### src/rtl/gobou_ctrl_core_pkg.sv
// gobou_ctrl_core_pkg
// Shared definitions for the GOBOU layer controller:
//   - default widths (IWIDTH / IMGSIZE / NETSIZE)
//   - FSM state enum
//   - ctrl_reg_t: registered start/valid/stop triple driven onto ctrl_bus
//   - saturating 32-bit increment helper for the busy-cycle counter
package gobou_ctrl_core_pkg;

    localparam int IWIDTH_DEF  = 10;
    localparam int IMGSIZE_DEF = 12;
    localparam int NETSIZE_DEF = 14;

    typedef enum logic [1:0] {
        S_IDLE  = 2'd0,
        S_CALC  = 2'd1,
        S_DRAIN = 2'd2
    } state_t;

    typedef struct packed {
        logic start;
        logic valid;
        logic stop;
    } ctrl_reg_t;

    // Increment that sticks at all-ones instead of wrapping.
    function automatic logic [31:0] sat_inc32(input logic [31:0] v);
        if (v == 32'hFFFF_FFFF) begin
            return v;
        end else begin
            return v + 32'd1;
        end
    endfunction

endpackage

### src/rtl/gobou_ctrl_core_if.sv
// ctrl_bus
// Start/valid/stop sideband that travels alongside the data stream
// through the bias/ReLU pipeline.
//   master: drives start, valid, stop
//   slave : receives start, valid, stop
interface ctrl_bus;
    logic start;
    logic valid;
    logic stop;

    modport master (output start, output valid, output stop);
    modport slave  (input  start, input  valid, input  stop);
endinterface

### src/rtl/gobou_ctrl_core_loop.sv
// gobou_ctrl_loop
// Nested i (inner, 0..N-1) / o (outer, 0..M-1) element counter.
// Ports:
//   clk, xrst      : clock, synchronous active-low reset
//   clr_i          : load both counters with 0 (new layer)
//   step_i         : advance one element, i wraps into o, o wraps to 0
//   n_i, m_i       : sizes in force this cycle (for current last flags)
//   n_nxt_i,m_nxt_i: sizes in force next cycle (for next-value flags)
//   i_nxt_o,o_nxt_o: counter values after this edge
//   last_i_o/last_o_o         : current i==N-1 / o==M-1
//   last_i_nxt_o/last_o_nxt_o : same flags evaluated on the next values
// The next-value outputs let the parent register its outputs in the same
// cycle the counters update, so outputs stay aligned with the counters.
module gobou_ctrl_loop #(
    parameter int W = 10
) (
    input  logic         clk,
    input  logic         xrst,
    input  logic         clr_i,
    input  logic         step_i,
    input  logic [W-1:0] n_i,
    input  logic [W-1:0] m_i,
    input  logic [W-1:0] n_nxt_i,
    input  logic [W-1:0] m_nxt_i,
    output logic [W-1:0] i_nxt_o,
    output logic [W-1:0] o_nxt_o,
    output logic         last_i_o,
    output logic         last_o_o,
    output logic         last_i_nxt_o,
    output logic         last_o_nxt_o
);

    logic [W-1:0] i_q;
    logic [W-1:0] o_q;
    logic [W-1:0] i_d;
    logic [W-1:0] o_d;

    assign last_i_o     = (i_q == (n_i - W'(1'b1)));
    assign last_o_o     = (o_q == (m_i - W'(1'b1)));
    assign last_i_nxt_o = (i_d == (n_nxt_i - W'(1'b1)));
    assign last_o_nxt_o = (o_d == (m_nxt_i - W'(1'b1)));
    assign i_nxt_o      = i_d;
    assign o_nxt_o      = o_d;

    // Next counter values: clear, step with wrap, or hold.
    always_comb begin
        i_d = i_q;
        o_d = o_q;
        if (clr_i) begin
            i_d = '0;
            o_d = '0;
        end else if (step_i) begin
            if (last_i_o) begin
                i_d = '0;
                if (last_o_o) begin
                    o_d = '0;
                end else begin
                    o_d = o_q + W'(1'b1);
                end
            end else begin
                i_d = i_q + W'(1'b1);
                o_d = o_q;
            end
        end else begin
            i_d = i_q;
            o_d = o_q;
        end
    end

    // Counter registers.
    always_ff @(posedge clk) begin
        if (!xrst) begin
            i_q <= '0;
            o_q <= '0;
        end else begin
            i_q <= i_d;
            o_q <= o_d;
        end
    end

endmodule

### src/rtl/gobou_ctrl_core.sv
// gobou_ctrl_core
// Layer sequencer for a fully-connected layer: walks N inputs x M neurons,
// addressing the input buffer and weight memory, driving the accumulator
// and the start/valid/stop sideband, then waits for the pipeline tail.
// Optional feature macro: GOBOU_PERF_EN (busy-cycle counter).
// Ports:
//   clk, xrst            : clock, synchronous active-low reset
//   req                  : layer start request (accepted only in idle, sizes != 0)
//   in_size, out_size    : N and M
//   net_offset           : first weight address
//   ack                  : 1 while idle
//   mem_in_addr          : input element index i
//   mem_net_addr         : net_offset + o*N + i (mod 2^NETSIZE)
//   acc_clr, acc_en      : accumulator clear (i==0) / enable
//   out_ctrl             : start/valid/stop towards bias/ReLU pipeline
//   done_ctrl            : start/valid/stop back from the pipeline tail
//   out_we, out_addr     : output buffer write strobe / address
//   busy_cycles          : cycles spent in S_CALC or S_DRAIN (0 without macro)
// All outputs are registers loaded from next-state values.
module gobou_ctrl_core
    import gobou_ctrl_core_pkg::*;
#(
    parameter int IWIDTH  = IWIDTH_DEF,
    parameter int IMGSIZE = IMGSIZE_DEF,
    parameter int NETSIZE = NETSIZE_DEF
) (
    input  logic               clk,
    input  logic               xrst,
    input  logic               req,
    input  logic [IWIDTH-1:0]  in_size,
    input  logic [IWIDTH-1:0]  out_size,
    input  logic [NETSIZE-1:0] net_offset,
    output logic               ack,
    output logic [IMGSIZE-1:0] mem_in_addr,
    output logic [NETSIZE-1:0] mem_net_addr,
    output logic               acc_clr,
    output logic               acc_en,
    ctrl_bus.master            out_ctrl,
    ctrl_bus.slave             done_ctrl,
    output logic               out_we,
    output logic [IMGSIZE-1:0] out_addr,
    output logic [31:0]        busy_cycles
);

    state_t             state_q;
    state_t             state_d;
    logic               accept_s;
    logic               step_s;

    logic [IWIDTH-1:0]  n_q;
    logic [IWIDTH-1:0]  n_d;
    logic [IWIDTH-1:0]  m_q;
    logic [IWIDTH-1:0]  m_d;
    logic [NETSIZE-1:0] netptr_q;
    logic [NETSIZE-1:0] netptr_d;

    logic [IWIDTH-1:0]  i_nxt_s;
    logic [IWIDTH-1:0]  o_nxt_s;
    logic               last_i_s;
    logic               last_o_s;
    logic               last_i_nxt_s;
    logic               last_o_nxt_s;

    logic               ack_q;
    logic               ack_d;
    logic [IMGSIZE-1:0] mem_in_addr_q;
    logic [IMGSIZE-1:0] mem_in_addr_d;
    logic [NETSIZE-1:0] mem_net_addr_q;
    logic [NETSIZE-1:0] mem_net_addr_d;
    logic               acc_clr_q;
    logic               acc_clr_d;
    logic               acc_en_q;
    logic               acc_en_d;
    ctrl_reg_t          ctrl_q;
    ctrl_reg_t          ctrl_d;
    logic               out_we_q;
    logic [IMGSIZE-1:0] out_addr_q;
    logic [IMGSIZE-1:0] out_addr_d;
    logic               calc_nxt_s;

    // The returning start flag carries no information for this block.
    logic               unused_done_start_s;
    assign unused_done_start_s = done_ctrl.start;

    gobou_ctrl_loop #(
        .W (IWIDTH)
    ) u_loop (
        .clk          (clk),
        .xrst         (xrst),
        .clr_i        (accept_s),
        .step_i       (step_s),
        .n_i          (n_q),
        .m_i          (m_q),
        .n_nxt_i      (n_d),
        .m_nxt_i      (m_d),
        .i_nxt_o      (i_nxt_s),
        .o_nxt_o      (o_nxt_s),
        .last_i_o     (last_i_s),
        .last_o_o     (last_o_s),
        .last_i_nxt_o (last_i_nxt_s),
        .last_o_nxt_o (last_o_nxt_s)
    );

    // FSM next state, request acceptance and counter stepping.
    always_comb begin
        state_d  = state_q;
        accept_s = 1'b0;
        step_s   = 1'b0;
        case (state_q)
            S_IDLE: begin
                if (req && (in_size != '0) && (out_size != '0)) begin
                    accept_s = 1'b1;
                    state_d  = S_CALC;
                end else begin
                    state_d  = S_IDLE;
                end
            end
            S_CALC: begin
                step_s = 1'b1;
                // done_ctrl.stop is deliberately not looked at here.
                if (last_i_s && last_o_s) begin
                    state_d = S_DRAIN;
                end else begin
                    state_d = S_CALC;
                end
            end
            S_DRAIN: begin
                if (done_ctrl.stop) begin
                    state_d = S_IDLE;
                end else begin
                    state_d = S_DRAIN;
                end
            end
            default: begin
                state_d = S_IDLE;
            end
        endcase
    end

    // Latched layer parameters, weight pointer and output-side next values.
    always_comb begin
        n_d        = n_q;
        m_d        = m_q;
        netptr_d   = netptr_q;
        out_addr_d = out_addr_q;
        if (accept_s) begin
            n_d        = in_size;
            m_d        = out_size;
            netptr_d   = net_offset;
            out_addr_d = '0;
        end else begin
            n_d = n_q;
            m_d = m_q;
            // Weight address is o*N+i, which advances by exactly one per element.
            if (state_q == S_CALC) begin
                netptr_d = netptr_q + NETSIZE'(1'b1);
            end else begin
                netptr_d = netptr_q;
            end
            if (out_we_q) begin
                out_addr_d = out_addr_q + IMGSIZE'(1'b1);
            end else begin
                out_addr_d = out_addr_q;
            end
        end

        calc_nxt_s = (state_d == S_CALC);
        ack_d      = (state_d == S_IDLE);
        if (calc_nxt_s) begin
            mem_in_addr_d  = IMGSIZE'(i_nxt_s);
            mem_net_addr_d = netptr_d;
            acc_en_d       = 1'b1;
            acc_clr_d      = (i_nxt_s == '0);
            ctrl_d.start   = (i_nxt_s == '0) && (o_nxt_s == '0);
            ctrl_d.valid   = last_i_nxt_s;
            ctrl_d.stop    = last_i_nxt_s && last_o_nxt_s;
        end else begin
            mem_in_addr_d  = '0;
            mem_net_addr_d = '0;
            acc_en_d       = 1'b0;
            acc_clr_d      = 1'b0;
            ctrl_d         = '0;
        end
    end

    // State, latched parameters and registered outputs.
    always_ff @(posedge clk) begin
        if (!xrst) begin
            state_q        <= S_IDLE;
            n_q            <= '0;
            m_q            <= '0;
            netptr_q       <= '0;
            ack_q          <= 1'b1;
            mem_in_addr_q  <= '0;
            mem_net_addr_q <= '0;
            acc_clr_q      <= 1'b0;
            acc_en_q       <= 1'b0;
            ctrl_q         <= '0;
            out_we_q       <= 1'b0;
            out_addr_q     <= '0;
        end else begin
            state_q        <= state_d;
            n_q            <= n_d;
            m_q            <= m_d;
            netptr_q       <= netptr_d;
            ack_q          <= ack_d;
            mem_in_addr_q  <= mem_in_addr_d;
            mem_net_addr_q <= mem_net_addr_d;
            acc_clr_q      <= acc_clr_d;
            acc_en_q       <= acc_en_d;
            ctrl_q         <= ctrl_d;
            out_we_q       <= done_ctrl.valid;
            out_addr_q     <= out_addr_d;
        end
    end

`ifdef GOBOU_PERF_EN
    logic [31:0] busy_q;
    logic [31:0] busy_d;

    // Busy counter: clear on accept, count while not idle, saturate.
    always_comb begin
        if (accept_s) begin
            busy_d = 32'd0;
        end else if (state_q != S_IDLE) begin
            busy_d = sat_inc32(busy_q);
        end else begin
            busy_d = busy_q;
        end
    end

    // Busy counter register.
    always_ff @(posedge clk) begin
        if (!xrst) begin
            busy_q <= 32'd0;
        end else begin
            busy_q <= busy_d;
        end
    end

    assign busy_cycles = busy_q;
`else
    assign busy_cycles = 32'd0;
`endif

    assign ack            = ack_q;
    assign mem_in_addr    = mem_in_addr_q;
    assign mem_net_addr   = mem_net_addr_q;
    assign acc_clr        = acc_clr_q;
    assign acc_en         = acc_en_q;
    assign out_ctrl.start = ctrl_q.start;
    assign out_ctrl.valid = ctrl_q.valid;
    assign out_ctrl.stop  = ctrl_q.stop;
    assign out_we         = out_we_q;
    assign out_addr       = out_addr_q;

endmodule

### src/flat_wrapper.sv
// flat-port wrapper written by rule: the top's interface ports become plain ports
module gobou_ctrl_core_flat import gobou_ctrl_core_pkg::*;
#(
    parameter int IWIDTH  = IWIDTH_DEF,
    parameter int IMGSIZE = IMGSIZE_DEF,
    parameter int NETSIZE = NETSIZE_DEF
)
  (clk, xrst, req, in_size, out_size, net_offset, ack, mem_in_addr, mem_net_addr, acc_clr, acc_en, out_we, out_addr, busy_cycles, out_ctrl_start, out_ctrl_valid, out_ctrl_stop, done_ctrl_start, done_ctrl_valid, done_ctrl_stop);
  ctrl_bus out_ctrl_i ();
  ctrl_bus done_ctrl_i ();
  input  logic clk;
  input  logic xrst;
  input  logic req;
  input  logic [IWIDTH-1:0] in_size;
  input  logic [IWIDTH-1:0] out_size;
  input  logic [NETSIZE-1:0] net_offset;
  output logic ack;
  output logic [IMGSIZE-1:0] mem_in_addr;
  output logic [NETSIZE-1:0] mem_net_addr;
  output logic acc_clr;
  output logic acc_en;
  output logic out_we;
  output logic [IMGSIZE-1:0] out_addr;
  output logic [31:0] busy_cycles;
  output wire logic [$bits(out_ctrl_i.start)-1:0] out_ctrl_start;
  output wire logic [$bits(out_ctrl_i.valid)-1:0] out_ctrl_valid;
  output wire logic [$bits(out_ctrl_i.stop)-1:0] out_ctrl_stop;
  input wire logic [$bits(done_ctrl_i.start)-1:0] done_ctrl_start;
  input wire logic [$bits(done_ctrl_i.valid)-1:0] done_ctrl_valid;
  input wire logic [$bits(done_ctrl_i.stop)-1:0] done_ctrl_stop;
  assign out_ctrl_start = out_ctrl_i.start;
  assign out_ctrl_valid = out_ctrl_i.valid;
  assign out_ctrl_stop = out_ctrl_i.stop;
  assign done_ctrl_i.start = done_ctrl_start;
  assign done_ctrl_i.valid = done_ctrl_valid;
  assign done_ctrl_i.stop = done_ctrl_stop;
  gobou_ctrl_core #(.IWIDTH(IWIDTH), .IMGSIZE(IMGSIZE), .NETSIZE(NETSIZE)) u_core (.clk(clk), .xrst(xrst), .req(req), .in_size(in_size), .out_size(out_size), .net_offset(net_offset), .ack(ack), .mem_in_addr(mem_in_addr), .mem_net_addr(mem_net_addr), .acc_clr(acc_clr), .acc_en(acc_en), .out_ctrl(out_ctrl_i), .done_ctrl(done_ctrl_i), .out_we(out_we), .out_addr(out_addr), .busy_cycles(busy_cycles));
endmodule
### config.mk
export PLATFORM = sky130hd
export DESIGN_NAME = gobou_ctrl_core_flat
export DESIGN_NICKNAME = d
export VERILOG_FILES = /design/src/rtl/gobou_ctrl_core_pkg.sv /design/src/rtl/gobou_ctrl_core_if.sv /design/src/rtl/gobou_ctrl_core_loop.sv /design/src/rtl/gobou_ctrl_core.sv /design/src/flat_wrapper.sv
export SDC_FILE = /design/constraint.sdc
export NUM_CORES = 1
export LEC_CHECK = 0
export CAP_MARGIN = 20
export CORE_MARGIN = 10
export CORE_UTILIZATION = 55
export CTS_CLUSTER_SIZE = 25
export DETAILED_ROUTE_END_ITERATION = 10
export PLACE_DENSITY = 0.9
export SLEW_MARGIN = 25
export SYNTH_ARGS = -nofsm -noshare
export SYNTH_HDL_FRONTEND = slang
export SYNTH_SLANG_ARGS = --single-unit
### constraint.sdc
create_clock -name clk -period 12.8 [get_ports clk]
set_clock_uncertainty 0.15 [all_clocks]
set_input_delay 3.84 -clock clk [delete_from_list [all_inputs] [get_ports clk]]
set_output_delay 3.84 -clock clk [all_outputs]
set_load 0.03 [all_outputs]
==> results of run 1 <==
worst register-to-register path, stage by stage, from the launching register on:
cell	delay, ns
dfxtp_1	0.43
nor4_1	0.86
and4_1	0.32
o22a_1	0.18
o2111ai_2	0.28
o21ai_1	0.79
nor2_1	0.23
xor2_1	0.22
nor4_1	0.28
and4_1	0.28
nor4b_2	0.24
sequential cells by signal (all words and copies together) (netlist names):
register / cells
u_core.mem_net_addr: 14
u_core.netptr_q: 14
u_core.out_addr: 12
u_core.m_q: 10
u_core.mem_in_addr: 10
u_core.n_q: 10
u_core.u_loop.i_q: 10
u_core.u_loop.o_q: 10
u_core.state_q: 2
u_core.acc_clr: 1
u_core.acc_en: 1
u_core.ack: 1
u_core.out_ctrl.start: 1
u_core.out_ctrl.stop: 1
u_core.out_ctrl.valid: 1
u_core.out_we: 1
per-stage QoR:
stage / area [µm²] / setup WS (ns)
finish: 6810 / 4.75
global route: 6810 / 4.49
CTS: 6810 / 4.81
detailed placement: 6600 / 4.41
global placement: 6600 / 4.46
floorplan: 5990 / 5.22
placed cells by master, fill, tap and decap left out, drive strengths merged, types with 5 or more instances in the layout:
cell type	Yosys	layout
dfxtp	99	99
nor2	90	90
clkdlybuf4s50	0	81
nand2	67	67
xor2	47	47
xnor2	46	46
a21oi	43	43
conb	1	34
nor2b	26	26
nor3	23	23
nand3	20	20
o21ai	20	20
and2	17	17
nand4	15	15
and3	15	15
inv	10	14
nor4	12	12
a21boi	10	10
clkbuf	23	10
mux2i	9	9
or3	8	8
ha	8	8
nor3b	7	7
or4	6	6
or2	5	5
a31oi	5	5
and4	5	5
o31ai	5	5
o21a	5	5
worst paths after layout:
| path | slack, ns | from | cells after the start | endpoint |
|---|---|---|---|---|
| worst max-delay path | 4.75 | out_size[2] | 16 | u_core.out_ctrl.stop |
| worst max register to register | 8.45 | u_core.n_q[5] | 10 | u_core.out_ctrl.stop |
| worst min register to register | 0.39 | u_core.out_addr[11] | 2 | u_core.out_addr[11] |
| worst min-delay path | 0.39 | u_core.out_addr[11] | 2 | u_core.out_addr[11] |
layer usage:
layer  track usage  part of all wire
met4        0.0480             0.013
met5             0                 0
met2         0.316              0.47
met3        0.0643              0.10
met1         0.238              0.42
cell type report:
type,instances,area [µm²]
Tap cell,136,170
Clock buffer,10,138
Fill cell,863,3560
Clock inverter,6,65.1
Timing Repair Buffer,85,841
Multi-Input combinational cell,585,3570
Inverter,10,37.5
Sequential cell,99,1980
cell families (layout without fill, tap and decap cells):
kind of cell | after synthesis | after routing | synth area share
and+or+nand+nor | 329 | 329 | 0.290
AOI/OAI and AO/OA | 112 | 112 | 0.125
DFF | 99 | 99 | 0.338
xor gates and xnor gates | 93 | 93 | 0.139
buffers and inverters | 78 | 111 | 0.0763
muxes | 9 | 9 | 0.0153
adders and majority gates | 8 | 8 | 0.0171
other | 1 | 34 | 0.000639
power groups by stage:
stage               Clock, mW  Combinational [mW]  Sequential (mW)
finish                  0.207               0.167            0.331
global placement            0               0.161            0.337
detailed placement          0               0.164            0.338
CTS                     0.210               0.166            0.331
global route            0.223               0.183            0.333
floorplan                   0               0.125            0.341
==> results.cfg, run 1 <==
[yosys]
ys_types = 67
synth.top_cell.area_share = 0.338
async_flop_share = 0
syn_avg_cell_area_um2 = 8.05
yosysMostFrequentCell = dfxtp_1
synth_flop_cell = dfxtp_1
synthTopCellsByArea = dfxtp_1 34%, xor2_1 7.0%, xnor2_1 6.9%
yosysSeqAreaShare = 0.338
ys_top_cells_by_count = 99 x dfxtp_1, 90 x nor2_1, 67 x nand2_1
synth_edf_count = 0
synth_seq_cells = 99
synthCells = 729
syn_area_um2 = 5870
yosysTopAreaCell = dfxtp_1
yosysWarnings = 0

[setup_path]
cp_slowest_stage_delay_ns = 0.46
crit_type = input port to register
critPathLaunchType = input port
cp_num_buf_inv = 2
worstPathCellList = clkdlybuf4s50_1 -> or3_1 -> or3_1 -> o211ai_1 -> nor2_4 -> buf_4 -> a21oi_1 -> ha_1 -> nand2_1 -> xnor2_1 -> nand2_1 -> o21ai_0 -> xor2_1 -> nor4_1 -> and4_1 -> nor4b_2
slowest_stage = o211ai_1
worstPathMaxFanout = 57
required_ns = 12.94
cp_top_family = simple AND/OR/NAND/NOR gates
crit_path_end_kind = register
arrival_ns = 8.19

[timing]
timing.fmax_mhz = 124
setup_viol = 0
rsz0062_at_grt = false
maxSlewHeadroom = 0.356
whs_ns = 0.390
setup-tns-final_ns = 0
worst_pin_slew_ns = 0.957
layout_worst_path_cycle_share = 0.629
hold_viol_final = 0
drv_slew = 0
min_period_ns = 8.05

[grt]
antenna_found_initial = 0
grt_first_pass_wirelength_um = 24000
grt_pass1_vias = 4947
grt_remaining_overflow = 0
grt_use_total = 0.193
grt_max_degree = 58

[final_layout]
antenna_cells = 0
final_cells = 931
fin_util = 0.656
nets = 838
drive_gt1_frac = 0.0478
areaGrowthSynthToFinish_pct = 15.9

[pwr]
leakagePower_nw = 2.60
seq_power_share = 0.470
share_comb_of_total_power = 0.237
powerDensity_nw_per_um2 = 104
peakVddDrop_uv = 88.4
power.internal_mw = 0.468
power_frac_clock = 0.293
p_switching_mw = 0.237
sw_frac_of_total = 0.336
finalPower_mw = 0.705

[clocking]
clock_sinks = 99
cts_setup_buffers = 0
insertion_delay_ns = 0.39
htree_levels = 3
cts_buffer_depth = 2
cts_buffers = 9
cts_root_buf = clkbuf_8
cts_resized = 0
hold_buffers = 0
path_clk_slew_ns = 0.10
cts_tree = yes

[route]
vias = 5147
drc_errors = 0
first_pass_iters = 6
viasPerCell = 5.53
routedWlPerCell_um = 15.9
drt_iter0_drc = 280
drtAntennaViolNets = 0
routed_wl_um = 14800

[floorplanning]
rows = 37
dieArea_um2 = 15200
initial_core_util = 0.566
die_h_um = 123
core_area_um2 = 10400
io_pins = 117
die_w_um = 123

[status]
run_status = completed

[placed_design]
gp_congestion = 0.939
hpwlAfterDp_um = 10900
placed_cells = 915
port-buffer-count = 81

[run]
cap_viol_max_count = 0

[hold_path]
hold_path.class = register to register
Power figures use the tool's default switching activity.
==> run 2: changes to the inputs <==
Settings changed: CORE_UTILIZATION 55 to 52, PLACE_DENSITY 0.9 to 0.86.
Clock period 12.8 ns to 8.4 ns, I/O delays scaled along.
==> results.cfg, run 2 (synthesized netlist as in run 1, its figures left out) <==
[clocking]
cts_tree = yes
cts_setup_buffers = 0
insertion_delay_ns = 0.36
clock_sinks = 99
htree_levels = 3
hold_buffers = 0
cts_buffer_depth = 2
cts_resized = 0
path_clk_slew_ns = 0.07
cts_root_buf = clkbuf_16
cts_buffers = 9

[run]
cap_viol_max_count = 0

[route]
vias = 5123
routed_wl_um = 14700
drtAntennaViolNets = 0
viasPerCell = 5.48
routedWlPerCell_um = 15.7
drc_errors = 0
drt_iter0_drc = 451
first_pass_iters = 5

[timing]
timing.fmax_mhz = 149
layout_worst_path_cycle_share = 0.797
worst_pin_slew_ns = 0.893
maxSlewHeadroom = 0.404
setup-tns-final_ns = 0
min_period_ns = 6.69
rsz0062_at_grt = false
setup_viol = 0
drv_slew = 0
hold_viol_final = 0

[final_layout]
drive_gt1_frac = 0.0478
fin_area_um2 = 6910
final_common_cell = dfxtp_1
antenna_cells = 0
areaGrowthSynthToFinish_pct = 17.8
nets = 838
final_cells = 935
final_cell_mix = 99 x dfxtp_1, 89 x nor2_1, 81 x clkdlybuf4s50_1

[floorplanning]
rows = 38
io_pins = 117
die_h_um = 126
die_w_um = 126
core_area_um2 = 10900
dieArea_um2 = 15900
initial_core_util = 0.537

[placed_design]
hpwlAfterDp_um = 10900
gp_congestion = 0.915
port-buffer-count = 81
placed_cells = 919
placed_cell_area_um2 = 6610

[grt]
grt_remaining_overflow = 0
grt_max_degree = 54
grt_first_pass_wirelength_um = 23600
grt_use_total = 0.178
grt_pass1_vias = 4669
antenna_found_initial = 0

[setup_path]
worstPathMaxFanout = 34
arrival_ns = 6.81
critPathLaunchType = input port
required_ns = 8.52
crit_type = input port to register
crit_path_end_kind = register

[hold_path]
hold_path.class = register to register

[pwr]
peakVddDrop_uv = 189
powerDensity_nw_per_um2 = 171
finalPower_mw = 1.18
leakagePower_nw = 2.64

[status]
run_status = completed
run 2: layout make-up:
class	instances	area (µm²)
sequential	99	1980
inverter	10	37.5
clock buffer	10	229
timing repair buffer	85	841
tap	140	175
fill	917	4020
multi-input combinational	585	3580
clock inverter	6	73.8
run 2: worst paths after layout:
check | from | end | slack (ns) | depth (start not counted)
max reg2reg | u_core.m_q[0] | u_core.out_ctrl.start | 4.26 | 14
max | out_size[2] | u_core.out_ctrl.stop | 1.71 | 16
min | u_core.out_addr[11] | u_core.out_addr[11] | 0.38 | 2
min reg2reg | u_core.out_addr[11] | u_core.out_addr[11] | 0.38 | 2
run 2: where the power goes:
part / internal (mW) / switching (mW)
logic: 0.101 / 0.154
clock network: 0.235 / 0.189
registers: 0.486 / 0.0184
run 2: metrics by stage:
stage                     worst slack (ns)  hold slack, ns   util
after floorplan                       2.14           0.330      -
after global placement                1.41           0.357  0.604
after detailed placement              1.39           0.372  0.604
after CTS                             1.72           0.387  0.632
after global routing                  1.30           0.427  0.632
final                                 1.71           0.380  0.632
run 2: layer usage:
layer / wire length (µm) / part of all wire / up-vias / global-route usage
li1: - / - / 2559 / -
met1: 6400 / 0.44 / 2370 / 0.223
met2: 6750 / 0.46 / 179 / 0.279
met3: 1360 / 0.092 / 15 / 0.0696
met4: 200 / 0.014 / 0 / 0.0509
met5: 0 / 0 / - / 0
run 2: worst max-delay path, stage by stage:
cell and delay (ns):
clkdlybuf4s50_1 0.46, or3_1 0.40, or3_1 0.41, o211ai_1 0.47
nor2_4 0.23, buf_4 0.31, a21oi_1 0.25, ha_1 0.36
nand2_1 0.11, xnor2_1 0.13, nand2_1 0.06, o21ai_0 0.11
xor2_1 0.20, nor4_1 0.26, and4_1 0.31, nor4b_2 0.21
==> run 3: changes to the inputs <==
Clock period 8.4 ns to 6.87 ns, I/O delays scaled along.
==> results.cfg, run 3 (synthesized netlist as in run 1, its figures left out) <==
[status]
run_status = completed

[setup_path]
cp_top_family = simple AND/OR/NAND/NOR gates
crit_type = input port to register
cp_slowest_stage_delay_ns = 0.45
required_ns = 6.98
arrival_ns = 6.15
slowest_stage = o211ai_1
critPathLaunchType = input port
worstPathMaxFanout = 12
cp_num_buf_inv = 1
crit_path_end_kind = register
worstPathCellList = clkdlybuf4s50_1 -> or3_1 -> or3_1 -> o211ai_1 -> nor2_4 -> a21oi_1 -> ha_1 -> nand2_1 -> xor2_1 -> o21ai_0 -> xor2_1 -> nor4_1 -> and4_1 -> nor4b_2

[clocking]
path_clk_slew_ns = 0.07
cts_setup_buffers = 0
htree_levels = 3
cts_resized = 0
hold_buffers = 0
cts_buffer_depth = 2
cts_root_buf = clkbuf_16
cts_buffers = 9
clock_sinks = 99
cts_tree = yes
insertion_delay_ns = 0.35

[route]
drc_errors = 0
routed_wl_um = 15000
vias = 5263
drt_iter0_drc = 409
viasPerCell = 5.60
first_pass_iters = 5
drtAntennaViolNets = 0
wl_met1_um = 6470
routed.top_layer = met4
wl_met3_um = 1390
routedWlPerCell_um = 16.0
wl_met2_um = 6830

[final_layout]
areaGrowthSynthToFinish_pct = 17.8
final_common_cell = dfxtp_1
drive_gt1_frac = 0.0501
nets = 842
nFillCells = 923
final_cell_mix = 99 x dfxtp_1, 89 x nor2_1, 81 x clkdlybuf4s50_1
antenna_cells = 0

[timing]
rsz0062_at_grt = false
setup-tns-final_ns = 0
hold_viol_final = 0
worst_pin_slew_ns = 0.919
setup_viol = 0
drv_slew = 0
min_period_ns = 6.04
whs_ns = 0.375
timing.fmax_mhz = 165
maxSlewHeadroom = 0.382
layout_worst_path_cycle_share = 0.880

[placed_design]
hpwlAfterDp_um = 11300
gp_congestion = 0.921
port-buffer-count = 81

[grt]
grt_remaining_overflow = 0
grt_first_pass_wirelength_um = 24700
antenna_found_initial = 0
grt_use_total = 0.184
grt_pass1_vias = 5028
grt_max_degree = 54

[floorplanning]
io_pins = 117
initial_core_util = 0.537
dieArea_um2 = 15900
die_w_um = 126
rows = 38
core_area_um2 = 10900
die_h_um = 126

[pwr]
finalPower_mw = 1.41
powerDensity_nw_per_um2 = 204
leakagePower_nw = 2.65
peakVddDrop_uv = 177

[hold_path]
hold_path.class = register to register

[run]
cap_viol_max_count = 0
==> run 3: area by class of cell <==
type | instances | area (µm²) | share of cell area
Multi-Input combinational cell | 585 | 3570 | 0.516
Tap cell | 140 | 175 | 0.0253
Clock buffer | 12 | 246 | 0.0356
Clock inverter | 4 | 33.8 | 0.00488
Sequential cell | 99 | 1980 | 0.286
Inverter | 10 | 37.5 | 0.00543
Timing Repair Buffer | 89 | 871 | 0.126
==> run 3: worst register-to-register path, stage by stage (launching register included) <==
cell	delay [ns]
dfxtp_1	0.38
inv_1	0.11
ha_1	0.30
or4b_4	0.56
and3b_1	0.26
o21ai_0	0.08
nor4_1	0.27
o221ai_1	0.34
o21a_1	0.28
o21ai_1	0.49
inv_1	0.23
nand2_1	0.15
nor4_2	0.08
and4_1	0.18
==> run 3: where the power goes <==
group / internal (mW) / leakage [nW] / switching (mW) / total [mW]
clock: 0.260 / 0.139 / 0.223 / 0.483
combinational: 0.126 / 1.71 / 0.189 / 0.314
sequential: 0.595 / 0.806 / 0.0224 / 0.617
==> run 3: final timing paths <==
path,start,endpoint,slack [ns],cells past startpoint
min,u_core.out_addr[11],u_core.out_addr[11],0.38,2
min reg2reg,u_core.out_addr[11],u_core.out_addr[11],0.38,2
max,out_size[2],u_core.out_ctrl.stop,0.83,14
max reg2reg,u_core.m_q[0],u_core.out_ctrl.start,2.91,13
==> run 3: metal layers <==
metal | vias up | global-route usage
met5 | - | 0
met4 | 0 | 0.0610
met3 | 26 | 0.0617
met2 | 203 | 0.291
met1 | 2446 | 0.229
li1 | 2588 | -
==> run 3: per-stage QoR <==
step / std cells / util / setup slack (ns) / area [µm²]
floorplan: 762 / - / 1.07 / 5990
finish: 939 / 0.633 / 0.825 / 6920
global route: 939 / 0.633 / 0.605 / 6920
detailed placement: 923 / 0.607 / 0.531 / 6640
CTS: 939 / 0.633 / 0.869 / 6920
global placement: 923 / 0.607 / 0.533 / 6640
